$ cat config.mk
export PLATFORM = sky130hd
export DESIGN_NAME = vga_fifo_fill_ctrl
export DESIGN_NICKNAME = d
export VERILOG_FILES = /design/src/rtl/vga_fifo_fill_ctrl.sv
export SDC_FILE = /design/constraint.sdc
export NUM_CORES = 1
export LEC_CHECK = 0
export ABC_AREA = 1
export BUFFER_PORTS_ARGS = -buffer_cell sky130_fd_sc_hd__buf_2
export CORE_MARGIN = 2
export CORE_UTILIZATION = 30
export DETAILED_ROUTE_END_ITERATION = 10
export PLACE_DENSITY_LB_ADDON = 0.12
export SETUP_SLACK_MARGIN = 0.1
export SKIP_CTS_REPAIR_TIMING = 1
export SYNTH_ARGS = -nofsm -noshare
export SYNTH_HDL_FRONTEND = slang
export SYNTH_SLANG_ARGS = --single-unit
$ cat constraint.sdc
create_clock -name clk -period 4.29 [get_ports clk]
set_input_delay 0.6435 -clock clk [delete_from_list [all_inputs] [get_ports clk]]
set_output_delay 0.6435 -clock clk [all_outputs]
set_load 0.1 [all_outputs]
$ cat src/rtl/vga_fifo_fill_ctrl.sv
// Pixel-FIFO fill controller: bursts frame words from memory into the FIFO whenever it is below half full.
// Latency: the burst starts one edge after the request; fifo_wreq follows wb_ack_i with no delay. Backpressure: a burst starts only when fifo_hfull=0, and a bus error parks the block in ERR until ven drops.
// Optional sticky underrun detection is enabled by defining VGA_FILL_UNDERRUN_EN.
module vga_fifo_fill_ctrl #(
    parameter int AWIDTH    = 7,
    parameter int BURST_LEN = 16,
    parameter int FWIDTH    = 20
) (
    input  logic              clk,
    input  logic              aclr,
    input  logic              sclr,
    input  logic              ven,
    input  logic [29:0]       vbase,
    input  logic [FWIDTH-1:0] frame_words,
    input  logic              fifo_hfull,
    input  logic              fifo_empty,
    input  logic              pix_rreq,
    input  logic              wb_ack_i,
    input  logic              wb_err_i,
    output logic              wb_cyc_o,
    output logic              wb_stb_o,
    output logic [29:0]       wb_adr_o,
    output logic              fifo_wreq,
    output logic              fifo_sclr,
    output logic              frame_done,
    output logic              err_int,
    output logic              busy,
    output logic              underrun
);

    localparam int BW = (BURST_LEN > 1) ? $clog2(BURST_LEN) : 1;
    localparam logic [BW-1:0] LAST_BEAT = BW'(BURST_LEN - 1);

    typedef enum logic [1:0] {
        IDLE  = 2'd0,
        BURST = 2'd1,
        ERR   = 2'd2
    } state_t;

    state_t            state_q, state_d;
    logic [FWIDTH-1:0] wcnt_q, wcnt_d;
    logic [BW-1:0]     beat_q, beat_d;
    logic              err_q, err_d;
    logic              frame_done_q, frame_done_d;
    logic              fifo_sclr_q, fifo_sclr_d;
    logic              ven_idle_q, ven_idle_d;

    logic wrap;
    logic last_beat;

    assign wrap      = (wcnt_q == (frame_words - FWIDTH'(1)));
    assign last_beat = (beat_q == LAST_BEAT);

    always_comb begin
        state_d      = state_q;
        wcnt_d       = wcnt_q;
        beat_d       = beat_q;
        err_d        = err_q;
        frame_done_d = 1'b0;
        fifo_sclr_d  = 1'b0;
        ven_idle_d   = ven_idle_q;

        case (state_q)
            IDLE: begin
                beat_d     = '0;
                // ven is remembered only while idle, so a fall during a burst is acted on once the burst completes
                ven_idle_d = ven;
                if (!ven) begin
                    wcnt_d      = '0;
                    fifo_sclr_d = ven_idle_q;
                end
                if (ven && !fifo_hfull && !err_q) begin
                    state_d = BURST;
                end
            end
            BURST: begin
                if (wb_err_i) begin
                    state_d = ERR;
                    err_d   = 1'b1;
                    beat_d  = '0;
                end else if (wb_ack_i) begin
                    if (wrap) begin
                        wcnt_d       = '0;
                        frame_done_d = 1'b1;
                    end else begin
                        wcnt_d = wcnt_q + FWIDTH'(1);
                    end
                    if (wrap || last_beat) begin
                        state_d = IDLE;
                        beat_d  = '0;
                    end else begin
                        beat_d = beat_q + BW'(1);
                    end
                end
            end
            ERR: begin
                if (!ven) begin
                    state_d = IDLE;
                    err_d   = 1'b0;
                end
            end
            default: begin
                state_d = IDLE;
            end
        endcase

        if (sclr) begin
            state_d      = IDLE;
            wcnt_d       = '0;
            beat_d       = '0;
            err_d        = 1'b0;
            frame_done_d = 1'b0;
            fifo_sclr_d  = 1'b1;
            ven_idle_d   = 1'b0;
        end
    end

    always_ff @(posedge clk or negedge aclr) begin
        if (!aclr) begin
            state_q      <= IDLE;
            wcnt_q       <= '0;
            beat_q       <= '0;
            err_q        <= 1'b0;
            frame_done_q <= 1'b0;
            fifo_sclr_q  <= 1'b0;
            ven_idle_q   <= 1'b0;
        end else begin
            state_q      <= state_d;
            wcnt_q       <= wcnt_d;
            beat_q       <= beat_d;
            err_q        <= err_d;
            frame_done_q <= frame_done_d;
            fifo_sclr_q  <= fifo_sclr_d;
            ven_idle_q   <= ven_idle_d;
        end
    end

    assign wb_cyc_o   = (state_q == BURST);
    assign wb_stb_o   = wb_cyc_o;
    assign wb_adr_o   = vbase + 30'(wcnt_q);
    // An errored beat is never written even if ack arrives with it
    assign fifo_wreq  = wb_cyc_o & wb_ack_i & ~wb_err_i;
    assign fifo_sclr  = fifo_sclr_q;
    assign frame_done = frame_done_q;
    assign err_int    = err_q;
    assign busy       = (state_q != IDLE);

`ifdef VGA_FILL_UNDERRUN_EN
    logic underrun_q, underrun_d;

    always_comb begin
        underrun_d = underrun_q | (pix_rreq & fifo_empty);
        if (sclr) begin
            underrun_d = 1'b0;
        end
    end

    always_ff @(posedge clk or negedge aclr) begin
        if (!aclr) begin
            underrun_q <= 1'b0;
        end else begin
            underrun_q <= underrun_d;
        end
    end

    assign underrun = underrun_q;
`else
    logic unused_monitor;
    assign unused_monitor = pix_rreq ^ fifo_empty;
    assign underrun       = 1'b0;
`endif

endmodule
==> flow_summary.ini, run 1 <==
[outcome]
status = complete, no violations

[floorplanning]
core_area_sq_um = 12720
fp-row-count = 41
dieArea_sq_um = 14040
die-height_microns = 118.5
die_w_microns = 118.5
ioPinCount = 97
start_util_pct = 30.92

[logic_synthesis]
synth_commonest_cells = 160 x nand2_1, 92 x inv_1, 61 x nor2_1
synth_async_sr_flop_share_pct = 100.0
synth.top_cell.area_share_pct = 19.08
synth.yosys.seq_area_share_pct = 19.08
avgSynthCellArea_sq_um = 6.459
syn_nets = 692
synthCells = 609
synth_top_area_cell = dfrtp_1
post-synth-top-count-cell = nand2_1
syn-cell-area_sq_um = 3934
ys.warnings.count = 0
ys.flop_type = dfrtp_1
synthTopCellsByArea = dfrtp_1 19%, nand2_1 15%, inv_1 8.8%, ha_1 7.3%, xor2_1 6.7%
ys_ff_latch = 30
synth-edff-count = 0
ys_types = 47

[sta]
slew_headroom_pct = 52.34
fmax_mhz = 257.7
worst_pin_slew_ns = 0.7149
rsz0062_at_grt = false
post-route-min-period_ns = 3.881
slew_viol_final = 0
setup_viol = 0
finalClockSkew_ns = 0.004157
tns_ns = 0
worst_slack_ns = 0.4088
fin_crit_sh_pct = 90.47
hold_violations = 0

[clocking]
clock_latency_ns = 0.28
cts_tree = yes
htree_levels = 2
clkTransAtPathRegs_ns = 0.05
root_buffer = clkbuf_16
cts.sinks = 30
cts_buffers = 5
clockBufferDepth = 2

[layout]
insertedDiodeCount = 0
stdcell_count = 879
drive_above_1_share_pct = 20.23
syn2layout_area_growth_pct = 21.09
layout.nets = 789
stdcell_area_sq_um = 4763

[place]
preCtsSetupSlack_ns = 0.4643
numPortBuffers = 93
dp_hpwl_microns = 9370
placed_area_sq_um = 4598
placed_cells = 871
gp_congestion = 0.8845

[worst_setup_path]
critical_path_required_ns = 3.65
startpoint_type = flop
reg2reg_to = wcnt_q[1]
r2r_start = state_q[0]
critPathCaptureType = output port
path_class = flop to output port
critPathArrivalTime_ns = 3.24
cp_max_fo = 5
reg2reg_depth = 10
r2r_setup_slack_ns = 2.14

[global_routing]
track_usage_pct = 15.83
antenna_found_initial = 0
grt_overflow_total = 0
grt_max_degree = 31
grt_pass1_wl_microns = 18440
grt_pass1_vias = 3847

[detailed_routing]
avgRoutedWirePerCell_microns = 12.83
num_vias = 4099
firstDrtPassIters = 4
postRouteAntennaNets = 0
wirelength_microns = 11280
drc = 0
drt-initial-drc-count = 191
viasPerCell = 4.663

[worst_hold_path]
hp-class = input port to asynchronous set/reset pin

[pwr]
p_per_area_nw_per_um2 = 311.7
ir_drop_v = 0.0002884
p_leak_nw = 2.433
fin_total_pwr_mw = 1.485

[flow_run]
cap_violations = 0
## through the flow
stage | hold slack, ns | util [%]
after floorplan | 0.3479 | -
after global placement | 0.4904 | 36.14
after detailed placement | 0.4933 | 36.14
after CTS | 0.4551 | 37.44
after global routing | 0.4841 | 37.44
final | 0.4187 | 37.44
## cell families (layout without fill, tap and decap cells)
kind of cell,count (synthesis),after routing,synth area share [%]
buf+inv,98,196,9.987
fa+ha+maj,24,24,7.825
xor+xnor,50,50,11.13
compound gates,91,91,15.04
flops,30,30,19.08
simple gates,315,315,36.83
other cells,1,1,0.09533
## worst max-delay path: stages (launching register included)
cell and delay [ns]:
dfrtp_1 0.44, ha_1 0.20, inv_1 0.06, fa_1 0.39, inv_1 0.07, nand3_1 0.06
nand2_1 0.13, a21boi_2 0.10, o21bai_1 0.28, a21boi_1 0.17, o21ai_0 0.31, nand2_1 0.12
a21o_1 0.18, nand2_1 0.05, buf_2 0.41
## sequential cells by signal, indices dropped and copies added, names as in the netlist
| register | count |
|---|---|
| frame_done | 1 |
| beat_q | 4 |
| ven_idle_q | 1 |
| wcnt_q | 20 |
| state_q | 2 |
| fifo_sclr | 1 |
| err_int | 1 |
## report_power, final
part           internal (mW)  total, mW  switching (mW)
Clock                  0.272      0.407           0.136
Sequential             0.303      0.323          0.0201
Combinational          0.141      0.755           0.614
## final cells by class
| type | count | area, sq um |
|---|---|---|
| Fill cell | 1454 | 7959 |
| Multi-Input combinational cell | 481 | 2803 |
| Sequential cell | 30 | 750.7 |
| Timing Repair Buffer | 95 | 480.5 |
| Inverter | 93 | 349.1 |
| Tap cell | 172 | 215.2 |
| Clock buffer | 5 | 125.1 |
| Clock inverter | 3 | 40.04 |
## cells in the final DEF, fill, tap and decap left out, types with 2 or more instances in the layout
| cell type | count |
|---|---|
| a31oi_1 | 4 |
| o22ai_2 | 10 |
| xor2_1 | 29 |
| buf_4 | 2 |
| dfrtp_1 | 30 |
| o31ai_1 | 2 |
| clkinv_2 | 2 |
| nor2_4 | 5 |
| a21boi_0 | 2 |
| o21bai_1 | 2 |
| nand4_1 | 12 |
| nor3_1 | 18 |
| nor2_1 | 61 |
| o21ai_1 | 2 |
| a21o_1 | 3 |
| o22ai_1 | 3 |
| nand2_2 | 7 |
| a21oi_1 | 24 |
| nand2_4 | 3 |
| xnor2_1 | 20 |
| o21a_1 | 3 |
| nand2_1 | 160 |
| buf_2 | 93 |
| nand3b_1 | 2 |
| inv_1 | 92 |
| clkbuf_16 | 5 |
| nand3_1 | 33 |
| ha_1 | 23 |
| o21ai_0 | 30 |
| nor2_2 | 5 |
## worst max path at each step
| stage | from | endpoint | slack, ns | cells after the start |
|---|---|---|---|---|
| floorplan | vbase[0] | wb_adr_o[28] | 0.14 | 11 |
| detailed placement | vbase[0] | wb_adr_o[20] | 0.46 | 15 |
| global placement | vbase[0] | wb_adr_o[20] | 0.45 | 15 |
| CTS | wcnt_q[0] | wb_adr_o[20] | 0.40 | 14 |
| finish | wcnt_q[0] | wb_adr_o[20] | 0.41 | 14 |
| global route | wcnt_q[0] | wb_adr_o[20] | 0.17 | 14 |
## metal layers
metal  GRT usage, %  up-vias  part of all wire, %  routed length, microns
met5              0        -                    0                       0
met4          2.679        0                 0.54                      61
met3          2.124        5                  3.2                     357
met2          26.48       62                   46                    5232
met1          22.02     1860                   50                    5624
li1               -     2172                    -                       -
No activity file was read; power rests on OpenSTA's default activity.
==> run 2: changes to the inputs <==
- CELL_PAD_IN_SITES_DETAIL_PLACEMENT: not set -> 1
- CELL_PAD_IN_SITES_GLOBAL_PLACEMENT: not set -> 1
==> flow_summary.ini, run 2 (same netlist as run 1, synthesis figures left out) <==
[outcome]
status = complete, no violations

[place]
gp_congestion = 0.8168
placed_cells = 869
placed_area_sq_um = 4598
dp_hpwl_microns = 10590
numPortBuffers = 93

[sta]
setup_viol = 0
fmax_mhz = 258.4
slew_headroom_pct = 50.43
post-route-min-period_ns = 3.870
worst_pin_slew_ns = 0.7435
finalClockSkew_ns = 0.005867
fin_crit_sh_pct = 90.21
hold_violations = 0
slew_viol_final = 0
tns_ns = 0
rsz0062_at_grt = false

[layout]
syn2layout_area_growth_pct = 20.74
layout.nets = 787
stdcell_area_sq_um = 4750
regMostFlops = wcnt_q
mostFrequentLayoutCells = 160 x nand2_1, 92 x inv_1, 92 x buf_2
insertedDiodeCount = 0
top_regs = wcnt_q (20), beat_q (4), state_q (2)
final_common_cell = nand2_1
drive_above_1_share_pct = 20.00
fillers = 1759
stdcell_count = 877
largest_register_ffs = 20

[worst_setup_path]
critPathCaptureType = output port
path_class = flop to output port
cp_max_fo = 5
critPathArrivalTime_ns = 3.23
startpoint_type = flop
critical_path_required_ns = 3.65

[detailed_routing]
firstDrtPassIters = 4
drc = 0
avgRoutedWirePerCell_microns = 14.20
drt-initial-drc-count = 141
postRouteAntennaNets = 0
wirelength_microns = 12460
viasPerCell = 4.786
num_vias = 4197

[floorplanning]
ioPinCount = 97
die_w_microns = 118.5
core_area_sq_um = 12720
dieArea_sq_um = 14040
die-height_microns = 118.5
fp-row-count = 41
start_util_pct = 30.92

[pwr]
p_per_area_nw_per_um2 = 305.9
power_frac_comb_pct = 52.8
power_frac_seq_pct = 22.4
p_leak_nw = 2.417
p_sw_share_pct = 53.50
p_clk_share_pct = 24.8
internal-power_uw = 675.5
netSwitchingPower_uw = 777.3
ir_drop_v = 0.0003135

[worst_hold_path]
hp-class = input port to asynchronous set/reset pin

[global_routing]
antenna_found_initial = 0
grt_pass1_wl_microns = 20740
grt_overflow_total = 0
grt_max_degree = 31
track_usage_pct = 17.82
grt_pass1_vias = 4352

[clocking]
clock_latency_ns = 0.28
htree_levels = 2
clkTransAtPathRegs_ns = 0.05
cts_tree = yes
cts.sinks = 30
root_buffer = clkbuf_16
cts_buffers = 5
clockBufferDepth = 2

[flow_run]
cap_violations = 0
## run 2: cell count changes in the layout (fill, tap and decap cells not counted)
cell,change
buf_4,-2
buf_2,-1
clkbuf_8,+1
bufinv_16,-1
clkinv_2,-1
clkinvlp_4,+1
buf_12,+1
## run 2: layout make-up
class	instances	area (sq um)	share of cell area (%)
multi-input cells	481	2803	59.01
flip-flops and latches	30	750.7	15.81
repair buffers	93	480.5	10.12
inverters	93	349.1	7.350
well taps	172	215.2	4.531
clock buffers	6	138.9	2.924
clock inverters	2	12.51	0.2634
## run 2: critical path, stage by stage (launching register included)
cell and delay, ns:
dfrtp_1 0.45, ha_1 0.20, inv_1 0.06, fa_1 0.40
inv_1 0.08, nand3_1 0.06, nand2_1 0.13, a21boi_2 0.11
o21bai_1 0.27, a21boi_1 0.17, o21ai_0 0.42, nand2_1 0.13
a21o_1 0.18, nand2_1 0.09, buf_12 0.18
## run 2: layer usage
| layer | vias to the layer above | global-route usage, % | share of wire, % |
|---|---|---|---|
| met5 | - | 0 | 0 |
| met4 | 0 | 2.976 | 0.59 |
| met3 | 8 | 2.558 | 2.4 |
| met2 | 51 | 30.82 | 48 |
| met1 | 1972 | 23.88 | 49 |
| li1 | 2166 | - | - |
## run 2: final timing paths
| check | endpoint | start | slack (ns) | cells past startpoint |
|---|---|---|---|---|
| hold reg to reg | err_int | state_q[1] | 0.52 | 1 |
| setup / recovery | wb_adr_o[20] | wcnt_q[0] | 0.42 | 14 |
| setup reg to reg | wcnt_q[19] | state_q[0] | 2.05 | 11 |
| min in group clk | err_int | state_q[1] | 0.52 | 1 |
| hold / removal | err_int | aclr | 0.41 | 1 |
| max in group asynchronous | wcnt_q[12] | aclr | 3.38 | 1 |
## run 2: metrics by stage
stage | util [%] | worst slack, ns | power [mW] | hold slack, ns
after floorplan | - | 0.1414 | 0.9468 | 0.3479
after global placement | 36.14 | 0.5004 | 1.089 | 0.4952
after detailed placement | 36.14 | 0.4578 | 1.102 | 0.5157
after CTS | 37.33 | 0.3863 | 1.476 | 0.4493
after global routing | 37.33 | 0.1336 | 1.529 | 0.4872
final | 37.33 | 0.4200 | 1.453 | 0.4116
## run 2: power by group through the flow
stage	clock [mW]	sequential, mW	combinational (mW)
detailed placement	0	0.330	0.772
global placement	0	0.328	0.760
finish	0.361	0.326	0.767
global route	0.380	0.329	0.821
floorplan	0	0.346	0.601
CTS	0.376	0.325	0.775
